File: config.mk
export PLATFORM = sky130hd
export DESIGN_NAME = pes_4_1_tdm_mux
export DESIGN_NICKNAME = d
export VERILOG_FILES = /design/src/rtl/pes_4_1_tdm_mux.sv
export SDC_FILE = /design/constraint.sdc
export NUM_CORES = 1
export LEC_CHECK = 0
export ABC_AREA = 0
export CORE_AREA = 3 3 40 42
export DETAILED_ROUTE_END_ITERATION = 7
export DIE_AREA = 0 0 43 45
export DONT_BUFFER_PORTS = 1
export PLACE_DENSITY = 0.38
export SLEW_MARGIN = 25
export SYNTH_ARGS = -nofsm -noshare
export SYNTH_HDL_FRONTEND = slang
export SYNTH_SLANG_ARGS = --single-unit
File: constraint.sdc
create_clock -name clk -period 1 [get_ports clk]
set_input_delay 0.2 -clock clk [delete_from_list [all_inputs] [get_ports clk]]
set_output_delay 0.2 -clock clk [all_outputs]
set_load 0.05 [all_outputs]
File: src/rtl/pes_4_1_tdm_mux.sv
// Purpose : 4:1 time-division multiplexer; each lane owns DIV enabled clocks, plus a manual lane override.
// Latency : one clock from the selected lane input to y; sel, y_valid and frame are also registered.
// Backpres: none; en low freezes y/sel/slot counter (y_valid drops), man high freezes slot sequencing.
//
// Ports:
//   clk, reset      single clock, synchronous active-high reset
//   en              advance/sample enable
//   man, man_sel    manual mode and the lane it selects
//   i0..i3          data lanes (WIDTH bits each)
//   y               registered data of the effective lane
//   sel             current automatic slot index
//   y_valid         en delayed by one clock
//   frame           one-cycle pulse after the slot 3 -> 0 wrap
module pes_4_1_tdm_mux #(
    parameter int WIDTH = 1,
    parameter int DIV   = 4
) (
    input  logic             clk,
    input  logic             reset,
    input  logic             en,
    input  logic             man,
    input  logic [1:0]       man_sel,
    input  logic [WIDTH-1:0] i0,
    input  logic [WIDTH-1:0] i1,
    input  logic [WIDTH-1:0] i2,
    input  logic [WIDTH-1:0] i3,
    output logic [WIDTH-1:0] y,
    output logic [1:0]       sel,
    output logic             y_valid,
    output logic             frame
);

    // Slot counter is at least one bit wide so DIV=1 still has a legal (constant-zero) counter.
    localparam int CW = (DIV > 1) ? $clog2(DIV) : 1;
    localparam logic [CW-1:0] CNT_LAST = CW'(DIV - 1);

    logic [CW-1:0]    r_cnt;
    logic [1:0]       r_sel;
    logic [WIDTH-1:0] r_y;
    logic             r_y_valid;
    logic             r_frame;

    logic [1:0]       w_sel_eff;
    logic [WIDTH-1:0] w_lane;
    logic             w_slot_last;

    // man_sel only matters in manual mode; otherwise the automatic slot picks the lane.
    assign w_sel_eff   = man ? man_sel : r_sel;
    assign w_slot_last = (r_cnt == CNT_LAST);

    always_comb begin
        w_lane = i0;
        case (w_sel_eff)
            2'd0:    w_lane = i0;
            2'd1:    w_lane = i1;
            2'd2:    w_lane = i2;
            default: w_lane = i3;
        endcase
    end

    always_ff @(posedge clk) begin
        if (reset) begin
            r_cnt     <= '0;
            r_sel     <= 2'd0;
            r_y       <= '0;
            r_y_valid <= 1'b0;
            r_frame   <= 1'b0;
        end else begin
            r_y_valid <= en;
            // frame is a pulse: cleared every cycle unless this edge performs the 3 -> 0 wrap.
            r_frame   <= 1'b0;
            if (en) begin
                r_y <= w_lane;
                // Manual mode parks cnt/sel so auto sequencing resumes exactly where it left off.
                if (!man) begin
                    if (w_slot_last) begin
                        r_cnt   <= '0;
                        r_sel   <= r_sel + 2'd1;
                        r_frame <= (r_sel == 2'd3);
                    end else begin
                        r_cnt <= r_cnt + CW'(1);
                    end
                end
            end
        end
    end

    assign y       = r_y;
    assign sel     = r_sel;
    assign y_valid = r_y_valid;
    assign frame   = r_frame;

endmodule
==> metrics.md, run 1 <==
| Metric | Value |
|---|---|
| Outcome | complete, no violations |
| Sw Pwr | 0.141 mW |
| DR pass1 iterations | 2 |
| Clock buffer depth | 2 |
| # setup viols final | 0 |
| Final hold violation count | 0 |
| Yosys cell types | 21 |
| Min setup slack post-route | 0.0201 ns |
| R2R cell count | 3 |
| Sequential power share | 47.1% |
| Routability cong. | 0.779 |
| Antenna cells | 0 |
| Internal power | 0.481 mW |
| Root buf cell | clkbuf_4 |
| Post-route DRC | 0 |
| Post-route ant nets | 0 |
| Initial antenna violation count | 0 |
| CP top delay family | flip-flops |
| RSZ-0062 raised after global routing | true |
| Reg2Reg Setup Slack | 0.03 ns |
| Combinational Power Share | 13.6% |
| Total CTS buffers | 3 |
| Via-per-instance ratio | 5.03 |
| CTS H-tree lvls | 1 |
| Nets@finish | 60 |
| Post-placement cell count | 57 |
| Slowest stage cell, crit path | dfxtp_4 |
| Final Cell Area | 512 sq um |
| Slew @ Worst Pin | 0.192 ns |
| Most common cell after layout, fill and taps aside | buf_4 |
| Type of the tightest min-delay check | in2reg |
| P&R area growth vs syn | 44.5% |
| Hold_sp | reset |
| # IOs | 15 |
| Max-slew headroom at the worst pin | 87.1% |
| Most frequent cells in the layout | buf_4, mux2i_1, nor2_1, clkbuf_4, dfxtp_1 |
| Max Cap Violations | 0 |
| Cells after synthesis | 35 |
| Syn_area_per_cell | 10.1 sq um |
| Critical Path Start Type | flop |
| GR Util All Layers | 8.19% |
| Crit. End Element | output pin |
| Sequential area share after synthesis | 39.6% |
| Drt total wl | 791 microns |
| Hold depth | 1 |
| Die width | 43 microns |
| Vias in the first global route | 271 |
| Cell Rows | 13 |
| Crit path buf inv count | 1 |
| Reg-to-reg endpoint | y |
| Static Leak | 0.211 nW |
| Clk_lat worst skew | 0.24 ns |
| Largest net degree at the start of global routing | 9 |
| Period utilization | 98.0% |
| Detail Placement HPWL | 562 microns |
| WL per Instance | 12.8 microns |
| Slew Viols, Final | 0 |
| Overall power | 0.623 mW |
| Worst VDD drop | 0.798 mV |
| Crit path DAT | 0.78 ns |
| Tmin final | 0.980 ns |
| Non-filler cells, final | 62 |
| Initial Util | 27.6% |
| FF-to-FF Start | sel[0] |
| Required @ worst endpoint | 0.80 ns |
| Share of total power in the clock network | 39.3% |
| Fraction of layout instances using a drive strength above 1 | 42.6% |
| Cells along the critical path | buf_8 |
| Sw Ratio | 22.7% |
| PD cells | 1220 mW/mm^2 |
| Global-route wire length before repair | 1170 microns |
| DR iter-0 viols | 4 |
| Dpl cell area | 433 sq um |
| Min-Delay Endpoint | r_cnt[0] |
| Via count | 312 |
| CP Class | reg2out |
| Clock Sinks | 7 |
| Clk_skew | 0.000350 ns |
| Worst-path maximum fanout | 6 |
| Worst-path clk slew | 0.05 ns |
| Final hold slack | 0.0109 ns |
| Syn Nets | 47 |
| CTS tree | built |
| PortBufs | 0 |
| Gr ovfl total | 0 |
| Cell area after synthesis | 354 sq um |
| Die height | 45 microns |
| Hold_buf cts | 0 |
| Area of the die | 0.00194 sq mm |
| Core Region | 0.00128 sq mm |
| Flops & latches, synth | 7 |
| Syn. warnings | 0 |
| Dpl ws | 0.0195 ns |
| Critical Path Max Stage Delay | 0.38 ns |
| FMAX | 1.02 GHz |
-- cell type report --
| class | count | area [sq um] |
|---|---|---|
| multi-input cells | 28 | 238 |
| well taps | 15 | 18.8 |
| fillers | 138 | 773 |
| clock buffers | 4 | 26.3 |
| repair buffers | 8 | 78.8 |
| flip-flops and latches | 7 | 150 |
-- worst reg2reg max path: stages, from the launching register on --
cell	delay [ns]
dfxtp_4	0.37
mux2i_1	0.12
o32a_1	0.29
a41oi_2	0.12
-- layer usage --
metal,routed length (microns),global-route usage [%],up-vias
met1,315,9.76,136
met2,337,11.7,17
met5,0,0,-
met3,110,5.18,6
li1,-,-,153
met4,28,3.61,0
-- power by group through the flow --
| stage | Clock [mW] | Sequential, mW | Combinational, mW |
|---|---|---|---|
| finish | 0.245 | 0.293 | 0.0848 |
| global route | 0.278 | 0.294 | 0.0933 |
| CTS | 0.257 | 0.289 | 0.0708 |
| detailed placement | 0 | 0.294 | 0.0704 |
| global placement | 0 | 0.294 | 0.0697 |
| floorplan | 0 | 0.313 | 0.0346 |
-- state kept, by name, summed over array words and instances (netlist names) --
name / cells
sel: 2
r_cnt: 2
y: 1
frame: 1
y_valid: 1
-- cell families after synthesis --
family | Yosys count | synth area share, %
adders and majority gates | 2 | 7.07
and+or+nand+nor | 15 | 25.8
DFF | 7 | 39.6
muxes | 4 | 11.3
xor gates and xnor gates | 1 | 2.47
AOI/OAI and AO/OA | 6 | 13.8
-- Yosys cell counts --
library cell / instances / area, sq um
dfxtp_1: 7 / 140
ha_1: 2 / 25.0
o21bai_1: 1 / 7.51
nand3b_1: 1 / 7.51
mux2i_1: 4 / 40.0
and3b_1: 1 / 8.76
and2b_1: 1 / 7.51
nand3_1: 1 / 5.00
nor2_1: 4 / 15.0
and3_1: 1 / 6.26
o21ai_0: 1 / 5.00
o32a_1: 1 / 10.0
o21ai_1: 1 / 5.00
nand2_1: 1 / 3.75
nor2b_1: 1 / 6.26
nand2b_1: 1 / 6.26
a41oi_2: 1 / 16.3
xor2_1: 1 / 8.76
and3b_2: 1 / 10.0
nor3b_1: 2 / 15.0
a21oi_1: 1 / 5.00
-- how the worst max path moves through the flow --
stage | start | cells past startpoint | slack [ns] | end
final | sel[0] | 1 | 0.02 | sel[0]
after global routing | sel[0] | 3 | -0.01 | y
after CTS | sel[0] | 3 | 0.004 | y
after detailed placement | sel[0] | 3 | 0.02 | y
after global placement | r_cnt[0] | 4 | 0.02 | sel[0]
after floorplan | sel[0] | 3 | -0.04 | y
-- through the flow --
stage / utilization [%] / setup TNS [ns]
after floorplan: - / -0.0428
after global placement: 33.7 / 0
after detailed placement: 33.7 / 0
after CTS: 36.3 / 0
after global routing: 39.8 / -0.0205
final: 39.8 / 0
-- timing repair --
item | 4_1_cts | 5_1_grt
setup buffers | 0 | 1
gates cloned | 0 | 0
gates resized for setup | 2 | 11
pin swaps | 0 | 3
endpoints found under the setup margin | 2 | 7
Note: power is estimated with default switching activity, not from simulation.
==> run 2, diff against run 1 <==
- SKIP_LAST_GASP: not set -> 1
==> run 2 against run 1 <==
Net effect:
- count of clock-buffer cells in the layout unchanged
- clock power about the same
- sequential share of layout area increased by 0.59 points
- final cell count unchanged
- total power fell by 1.2%
- die area is the same
- maximum frequency grew 0.30%
- register-to-register slack hardly changed
- critical path type unchanged
==> metrics.md, run 2 (synthesis results as in run 1) <==
| Metric | Value |
|---|---|
| Post-placement cell count | 57 (unchanged) |
| Most common cell after layout, fill and taps aside | buf_4 (unchanged) |
| # setup viols final | 0 (unchanged) |
| Largest net degree at the start of global routing | 9 (unchanged) |
| Crit path to | sel[0] (unchanged) |
| Required @ worst endpoint | 0.80 ns (about the same) |
| Hold depth | 1 (unchanged) |
| Die height | 45 microns (unchanged) |
| Total CTS buffers | 3 (unchanged) |
| Worst VDD drop | 0.766 mV (was 0.798 mV) |
| Detail Placement HPWL | 562 microns (unchanged) |
| Layout fillers | 135 (was 138) |
| PD cells | 1230 mW/mm^2 (was 1220 mW/mm^2) |
| Worst Setup SP | sel[0] (unchanged) |
| Period utilization | 97.7% (was 98.0%) |
| Core Region | 0.00128 sq mm (unchanged) |
| P&R area growth vs syn | 41.7% (was 44.5%) |
| Nets@finish | 60 (unchanged) |
| Outcome | complete, no violations (unchanged) |
| Max-slew headroom at the worst pin | 87.1% (unchanged) |
| Tmin final | 0.977 ns (was 0.980 ns) |
| # IOs | 15 (unchanged) |
| Hold_sp | reset (unchanged) |
| Final hold violation count | 0 (unchanged) |
| Die width | 43 microns (unchanged) |
| Clock Sinks | 7 (unchanged) |
| Via count | 301 (was 312) |
| Drt total wl | 752 microns (was 791 microns) |
| Fraction of layout instances using a drive strength above 1 | 42.6% (unchanged) |
| Area of the die | 0.00194 sq mm (unchanged) |
| CP Class | reg2out (unchanged) |
| Post-route DRC | 0 (unchanged) |
| DR pass1 iterations | 2 (unchanged) |
| WL per Instance | 12.1 microns (was 12.8 microns) |
| Worst-path maximum fanout | 6 (unchanged) |
| CP top delay family | flip-flops (unchanged) |
| Final hold slack | 0.0137 ns (was 0.0109 ns) |
| Cells along the critical path | buf_8 (unchanged) |
| Critical Path Start Type | flop (unchanged) |
| DR iter-0 viols | 5 (was 4) |
| Slew Viols, Final | 0 (unchanged) |
| Cell Rows | 13 (unchanged) |
| Worst-path clk slew | 0.05 ns (about the same) |
| CTS H-tree lvls | 1 (unchanged) |
| FF-to-FF Start | sel[0] (unchanged) |
| Most frequent cells in the layout | buf_4, mux2i_1, nor2_1, clkbuf_4, dfxtp_1 (unchanged) |
| Static Leak | 0.210 nW (was 0.211 nW) |
| Overall power | 0.615 mW (was 0.623 mW) |
| FMAX | 1.02 GHz (about the same) |
| Reg-to-reg endpoint | y (unchanged) |
| Core Util, Final | 39.0% (was 39.8%) |
| Type of the tightest min-delay check | in2reg (unchanged) |
| RSZ-0062 raised after global routing | true (unchanged) |
| Crit path buf inv count | 1 (unchanged) |
| Area taken by multi-input logic gates | 228 sq um (was 238 sq um) |
| Vias in the first global route | 271 (unchanged) |
| Via-per-instance ratio | 4.85 (was 5.03) |
| PortBufs | 0 (unchanged) |
| Critical Path Max Stage Delay | 0.38 ns (about the same) |
| Initial antenna violation count | 0 (unchanged) |
| R2R cell count | 3 (unchanged) |
| Crit path depth | 1 (unchanged) |
| Slew @ Worst Pin | 0.192 ns (unchanged) |
| Clk_skew | 0.000103 ns (was 0.000350 ns) |
| GR Util All Layers | 8.19% (unchanged) |
| Clk_lat worst skew | 0.24 ns (about the same) |
| Gr ovfl total | 0 (unchanged) |
| CTS tree | built (unchanged) |
| Initial Util | 27.6% (unchanged) |
| Clock buffer depth | 2 (unchanged) |
| Non-filler cells, final | 62 (unchanged) |
| Global-route wire length before repair | 1170 microns (unchanged) |
| Slowest stage cell, crit path | dfxtp_4 (unchanged) |
| Crit. End Element | output pin (unchanged) |
| Reg2Reg Setup Slack | 0.04 ns (was 0.03 ns) |
| Antenna cells | 0 (unchanged) |
| Crit path DAT | 0.78 ns (about the same) |
| Routability cong. | 0.779 (unchanged) |
| Root buf cell | clkbuf_4 (unchanged) |
| Post-route ant nets | 0 (unchanged) |
| Area taken by flip-flops and latches | 150 sq um (unchanged) |
| Max Cap Violations | 0 (unchanged) |
run 2: cell counts in the layout (fill, tap and decap cells not counted):
No cell type changed its count.
run 2: repair_timing:
| action | in CTS | in global routing |
|---|---|---|
| gates cloned | 0 | 0 |
| gates resized for setup | 2 | 10 |
| pin swaps | 0 | 3 |
| hold buffers | 0 | 0 |
| buffers inserted | 0 | 1 |
| endpoints found under the setup margin | 2 | 7 |
run 2: through the flow:
step                instance area (sq um)  setup slack [ns]  TNS, ns
floorplan                             362           -0.0428  -0.0428
global placement                      433            0.0239        0
CTS                                   467           0.00354        0
detailed placement                    433            0.0195        0
finish                                502            0.0230        0
global route                          502           -0.0345  -0.0772
run 2: routing by layer:
| layer | part of all wire, % | vias to the layer above | wire (microns) | global-route usage, % |
|---|---|---|---|---|
| li1 | - | 154 | - | - |
| met1 | 41 | 132 | 306 | 9.76 |
| met2 | 45 | 13 | 337 | 11.7 |
| met3 | 14 | 2 | 103 | 5.18 |
| met4 | 0.66 | 0 | 5 | 3.61 |
| met5 | 0 | - | 0 | 0 |
run 2: worst min path at each step:
stage                to
4_1_cts          sel[1]
3_3_place_gp     sel[1]
3_5_place_dp     sel[1]
6_report       r_cnt[0]
5_1_grt          sel[1]
2_1_floorplan    sel[1]
run 2: final cells by class:
cell class | instances | area share [%]
clock buffers | 4 | 5.24
flip-flops and latches | 7 | 29.9
multi-input cells | 28 | 45.4
well taps | 15 | 3.74
repair buffers | 8 | 15.7
run 2: power by group:
group	internal [mW]	switching, mW	total, mW
sequential	0.285	0.00567	0.291
combinational	0.0428	0.0396	0.0825
clock	0.151	0.0905	0.242
total	0.479	0.136	0.615
